**config.mk**
```make
export PLATFORM = sky130hd
export DESIGN_NAME = mem_port_arbiter
export DESIGN_NICKNAME = d
export VERILOG_FILES = /design/src/rtl/mem_port_arbiter.sv
export SDC_FILE = /design/constraint.sdc
export NUM_CORES = 1
export LEC_CHECK = 0
export BUFFER_PORTS_ARGS = -buffer_cell sky130_fd_sc_hd__buf_2
export CORE_ASPECT_RATIO = 1.1
export CORE_MARGIN = 4
export CORE_UTILIZATION = 35
export CTS_CLUSTER_DIAMETER = 30
export DETAILED_ROUTE_END_ITERATION = 16
export RECOVER_POWER = 100
export SLEW_MARGIN = 25
export SYNTH_ARGS = -nofsm -noshare
export SYNTH_HDL_FRONTEND = slang
export SYNTH_SLANG_ARGS = --single-unit
```
**constraint.sdc**
```tcl
create_clock -name clk -period 2.3 [get_ports clk]
set_input_delay 0.46 -clock clk [delete_from_list [all_inputs] [get_ports clk]]
set_output_delay 0.46 -clock clk [all_outputs]
set_load 0.01 [all_outputs]
```
**src/rtl/mem_port_arbiter.sv**
```systemverilog
// mem_port_arbiter: round-robin, non-preemptive sharing of one memory port between two cache masters
module mem_port_arbiter #(
  parameter int ADDR_W      = 32,
  parameter int DATA_W      = 32,
  parameter int TIMEOUT_CYC = 64
) (
  input  logic              clk,
  input  logic              nrst,
  input  logic              m0_op,
  input  logic              m0_valid,
  input  logic [ADDR_W-1:0] m0_addr,
  input  logic [DATA_W-1:0] m0_wdata,
  output logic              m0_ready,
  output logic [DATA_W-1:0] m0_rdata,
  input  logic              m1_op,
  input  logic              m1_valid,
  input  logic [ADDR_W-1:0] m1_addr,
  input  logic [DATA_W-1:0] m1_wdata,
  output logic              m1_ready,
  output logic [DATA_W-1:0] m1_rdata,
  output logic              mem_op,
  output logic              mem_valid,
  output logic [ADDR_W-1:0] mem_addr,
  output logic [DATA_W-1:0] mem_wdata,
  input  logic              mem_ready,
  input  logic [DATA_W-1:0] mem_rdata,
  output logic              gnt_id,
  output logic              busy,
  output logic              err_timeout
);
  localparam logic [1:0] IDLE = 2'd0, BUSY = 2'd1, DONE = 2'd2;
  localparam int CW = TIMEOUT_CYC > 0 ? $clog2(TIMEOUT_CYC + 1) : 1;
  localparam logic [CW-1:0] LIM = CW'(TIMEOUT_CYC);
  logic [1:0] state, mask, elig;
  logic rr_last, pick;
  logic [CW-1:0] cnt;
  // the just-served master is masked for one IDLE cycle so a late-dropped valid cannot re-grant
  assign elig = {m1_valid, m0_valid} & ~mask;
  assign pick = (elig == 2'b11) ? ~rr_last : elig[1];
  assign mem_valid = state == BUSY;
  assign busy = state != IDLE;
  assign m0_ready = state == DONE && !gnt_id;
  assign m1_ready = state == DONE && gnt_id;
  always_ff @(posedge clk or negedge nrst)
    if (!nrst) begin
      state       <= IDLE;
      mask        <= 2'b00;
      rr_last     <= 1'b1;
      cnt         <= '0;
      gnt_id      <= 1'b0;
      mem_op      <= 1'b0;
      mem_addr    <= '0;
      mem_wdata   <= '0;
      m0_rdata    <= '0;
      m1_rdata    <= '0;
      err_timeout <= 1'b0;
    end else begin
      case (state)
        IDLE: begin
          mask <= 2'b00;
          if (|elig) begin
            state     <= BUSY;
            gnt_id    <= pick;
            cnt       <= '0;
            mem_op    <= pick ? m1_op : m0_op;
            mem_addr  <= pick ? m1_addr : m0_addr;
            mem_wdata <= pick ? m1_wdata : m0_wdata;
          end
        end
        BUSY: begin
          if (cnt != LIM) cnt <= cnt + 1'b1;
          if (TIMEOUT_CYC != 0 && cnt == LIM - 1'b1) err_timeout <= 1'b1;
          if (mem_ready) begin
            state   <= DONE;
            rr_last <= gnt_id;
            if (gnt_id) m1_rdata <= mem_rdata;
            else m0_rdata <= mem_rdata;
          end
        end
        DONE: begin
          state <= IDLE;
          mask  <= gnt_id ? 2'b10 : 2'b01;
        end
        default: state <= IDLE;
      endcase
    end
endmodule

```
# Word level (Yosys, flattened, before mapping)
# Index checks and enable logic that the tools add are counted.
# totals
reg_bits	143
inputBits	167
output_inout_bits	135
wordCells	51
# op_classes
n_addsub	1
eq_ne	8
n_mux	12
bitwise_logic	4
reduce_logical	15
# ops
op	count
32-bit two-way mux	2
7-bit two-way mux	2
7-bit case mux with 2 select lines	1
3-bit AND reduction	3
2-bit case mux with 2 select lines	2
2-bit AND reduction	4
7-bit by 1-bit adder with 7-bit output (second input constant)	1
7-bit by 6-bit equality test with 1-bit output (second input constant)	1
7-bit inequality test (second input constant)	1
2-bit two-way mux	3
2-bit nonzero test	3
2-bit equality test (second input constant)	2
2-bit by 1-bit inequality test with 1-bit output (second input constant)	2
2-bit AND	1
2-bit by 1-bit equality test with 1-bit output (second input constant)	1
1-bit logical AND	2
2-bit zero test	1
1-bit two-way mux	2
2-bit inequality test (second input constant)	1
1-bit NOT	2
2-bit NOT	1
2-bit OR reduction	1
1-bit zero test	1

# Logic depth before layout (Yosys ltp)
# depth
word_depth	5
depth_mapped	7

# Worst setup path after synthesis
# OpenSTA, ideal clock, no wires.
# synth_path
kind	register -> register
from	register state[1]
to	register m0_rdata[10]
setup_ns	0.125
arrival_time_ns	1.483
path_slack_ns	0.692
path_stages_with_launch	8
synth_period_minus_slack_ns	1.608
cell_sequence	dfrtp_1 > nand2b_4 > inv_4 > and2_4 > nor2b_4 > buf_6 > buf_12 > mux2_4
# synth_between
elab_chain_cells	2
# synth_rtl
element	line_no	source
start: declaration	34	logic [1:0] state, mask, elig;
start signal: assignment	46	state <= IDLE;
start signal: assignment	62	state <= BUSY;
start signal: assignment	74	state <= DONE;
2-bit by 1-bit equality test with 1-bit output	n/a	
net mem_valid	22	output logic mem_valid,
3-bit AND reduction (no line)	n/a	
end signal: assignment	77	else m0_rdata <= mem_rdata;
end: declaration	14	output logic [DATA_W-1:0] m0_rdata,
# The timed path passes the listed nets, and every way through them passes these cells.
# A chain may end at the register's enable or synchronous reset.

# Worst setup path in the final report
# layout_path
from	register state[0]
to	register m0_rdata[7]
# layout_between
elab_chain_cells	2
# layout_rtl
element	line_no	source
2-bit by 1-bit equality test with 1-bit output	58	case (state)
3-bit AND reduction (no line)	n/a	
# No other way between the ends.

==> impl_metrics.env <==
export IMPL_fmax_mhz=505.6
export IMPL_synthTopCellsByArea="dfrtp_1, a21oi_1, mux2_4"
export IMPL_syn_inst=558
export IMPL_synth_seq_cells=143
export IMPL_grt_usage_pct=17.75
export IMPL_area_growth_syn_to_layout_pct=34.39
export IMPL_rows=50
export IMPL_coreArea_mm2=0.01714
export IMPL_ys_seq_area_share_pct=58.36
export IMPL_synth_top_cell_area_share_pct=57.94
export IMPL_cts_root_buf="clkbuf_16"
export IMPL_netlist_area_mm2=0.006133
export IMPL_setup_slack_ns=0.3222
export IMPL_hpwl_um=12260
export IMPL_viasPerCell=4.697
export IMPL_nets=1023
export IMPL_cts_sinks=143
export IMPL_ctsHtreeMaxLevel=4
export IMPL_cp_required_ns=2.60
export IMPL_routedWlPerCell_um=15.69
export IMPL_vias=5176
export IMPL_pre_cts_slack_ns=0.4587
export IMPL_drt_iter0_drc=241
export IMPL_grt_pass1_wl_um=28080
export IMPL_cts_tree="yes"
export IMPL_drv_slew=0
export IMPL_synth_edf_count=0
export IMPL_skew_ns=0.009548
export IMPL_insertion_delay_ns=0.42
export IMPL_die_w_um=134.2
export IMPL_syn_nets=727
export IMPL_vdd_ir_drop_max_uv=548.3
export IMPL_critical_path_class="flop to flop"
export IMPL_rsz0062_at_grt="no"
export IMPL_tns_ns=0
export IMPL_p_per_area_mw_per_mm2=1447
export IMPL_die_area_mm2=0.01971
export IMPL_drv_cap=0
export IMPL_synth_area_leader_cell="dfrtp_1"
export IMPL_synthArstFlopShare_pct=100.0
export IMPL_arrival_ns=2.27
export IMPL_final_hold_viol_count=0
export IMPL_clk_pin_slew_ns=0.06
export IMPL_antenna_left=0
export IMPL_status="finished clean"
export IMPL_ys_types=39
export IMPL_start_kind="flop"
export IMPL_clockBufferDepth=2
export IMPL_io_pins=302
export IMPL_grt_overflow=0
export IMPL_dr_pass1_iters=6
export IMPL_gp_congestion=0.8297
export IMPL_die_h_um=146.8
export IMPL_wirelength_um=17290
export IMPL_worst_hold_path_type="input pin to flop"
export IMPL_cts_buffers=17
export IMPL_worst_slew_pin_slew_ns=1.043
export IMPL_synth_area_per_cell_um2=10.99
export IMPL_grt_max_degree=67
export IMPL_grt_pass1_vias=5373
export IMPL_p_leak_nw=3.818
export IMPL_yosys_warnings=0
export IMPL_cp_max_fo=9
export IMPL_worstSetupEndpointType="flop"
export IMPL_timing_final_crit_period_ns=1.978
export IMPL_start_util_pct=35.78
export IMPL_port_buffers=301
export IMPL_antenna_found_initial=2
export IMPL_finalSetupViolCount=0
export IMPL_fin_crit_sh_pct=85.99
export IMPL_drc=0
export IMPL_relSlewSlack_pct=30.48
export IMPL_drive_gt1_share_pct=28.98
export IMPL_synthFlopType="dfrtp_1"
==> cell families (layout without fill, tap and decap cells) <==
logic type	after synthesis	in the layout	synth area share, %
multiplexers	66	66	13.87
AND/OR/NAND/NOR	159	159	10.89
XOR/XNOR	2	2	0.2856
adder cells (fa/ha/maj)	2	2	0.4079
AO/OA/AOI/OAI	144	144	12.10
other	0	2	0
buffers and inverters	42	350	4.080
flip-flops	143	143	58.36
==> timing repair <==
action | 4_1_cts | 5_1_grt
gates resized for setup | 0 | 0
endpoints found under the hold margin | 38 | 0
buffers inserted | 0 | 0
hold buffers | 1 | 0
==> stage by stage <==
step                util (%)  hold WS [ns]  std cells  power, W  area (um^2)
finish                 48.09        0.2504       1102   0.01193         8243
global route           48.09        0.2500       1102   0.01286         8243
CTS                    49.80        0.2370       1100   0.01271         8537
detailed placement     46.14        0.3985       1068  0.009758         7909
global placement       46.14        0.4027       1068  0.009695         7909
floorplan                  -        0.1644        558  0.007615         6133
==> cells in the mapped netlist (3+ instances only) <==
master      n
mux2_2     33
buf_2       9
buf_1      10
a21o_1      3
nand3_1     7
buf_12      3
buf_6       4
clkbuf_1   10
inv_1       5
mux2_4     29
mux2_1      3
o21ai_0     6
a21oi_1   131
dfrtp_1   142
nor2_1     69
nand2_1    68
==> state kept, by name, indices dropped and copies added, names as in the netlist <==
name	flops
m0_rdata	32
m1_rdata	32
mem_addr	32
mem_wdata	32
cnt	7
mask	2
state	2
err_timeout	1
gnt_id	1
mem_op	1
rr_last	1
==> layer usage <==
layer	up-vias	global-route usage [%]	share of wire, %	wire length (um)
li1	2493	-	-	-
met1	2455	22.32	42	7325
met2	200	29.33	49	8439
met3	28	4.281	6.5	1129
met4	0	7.383	2.3	393
met5	-	0	0	0
==> final cells by class <==
type                            count  area [um^2]
Fill cell                        1769         8899
Sequential cell                   143         3580
Multi-Input combinational cell    373         2213
Timing Repair Buffer              313         1510
Clock buffer                       18        439.2
Tap cell                          234        292.8
Clock inverter                     13        178.9
Inverter                            6        23.77
Antenna cell                        2        5.005
==> report_power, final <==
part	switching, W	total [W]	internal, W
Combinational	0.00280	0.00463	0.00183
Clock	0.00112	0.00288	0.00175
Sequential	0.000660	0.00442	0.00376
==> placed cells by master, fill, tap and decap left out, drive strengths merged, types with 2 or more instances in the layout <==
cell	Yosys	layout
nand2	69	69
a21o	3	3
bufinv	0	3
ha	2	2
clkinvlp	0	2
clkinv	0	5
inv	6	9
mux2	65	65
buf	26	174
clkbuf	10	156
nor2	69	69
dfrtp	142	142
nand4	2	2
nor2b	3	3
diode	0	2
a21oi	131	131
nand3	7	7
o21ai	6	6
nand2b	2	2
==> critical path: stages, from the launching register on <==
cell and delay, ns:
dfrtp_1 0.45, nand2b_4 0.13, clkinvlp_2 0.27, and2_4 0.28, nor2b_4 0.13, clkbuf_2 0.23, mux2_1 0.37
==> worst paths after layout <==
kind | from | to | cells past startpoint | slack (ns)
worst min-delay path | mem_ready | state[0]$_DFFE_PN0P_ | 2 | 0.25
max in group asynchronous | nrst | rr_last$_DFFE_PN1P_ | 3 | 0.65
worst min register to register | err_timeout$_DFFE_PN0P_ | err_timeout$_DFFE_PN0P_ | 2 | 0.48
worst max-delay path | state[0]$_DFFE_PN0P_ | m0_rdata[7]$_DFFE_PN0P_ | 6 | 0.32
worst max register to register | state[0]$_DFFE_PN0P_ | m0_rdata[7]$_DFFE_PN0P_ | 6 | 0.32
min in group asynchronous | nrst | m1_rdata[22]$_DFFE_PN0P_ | 2 | 0.76
Power figures use the tool's default switching activity.
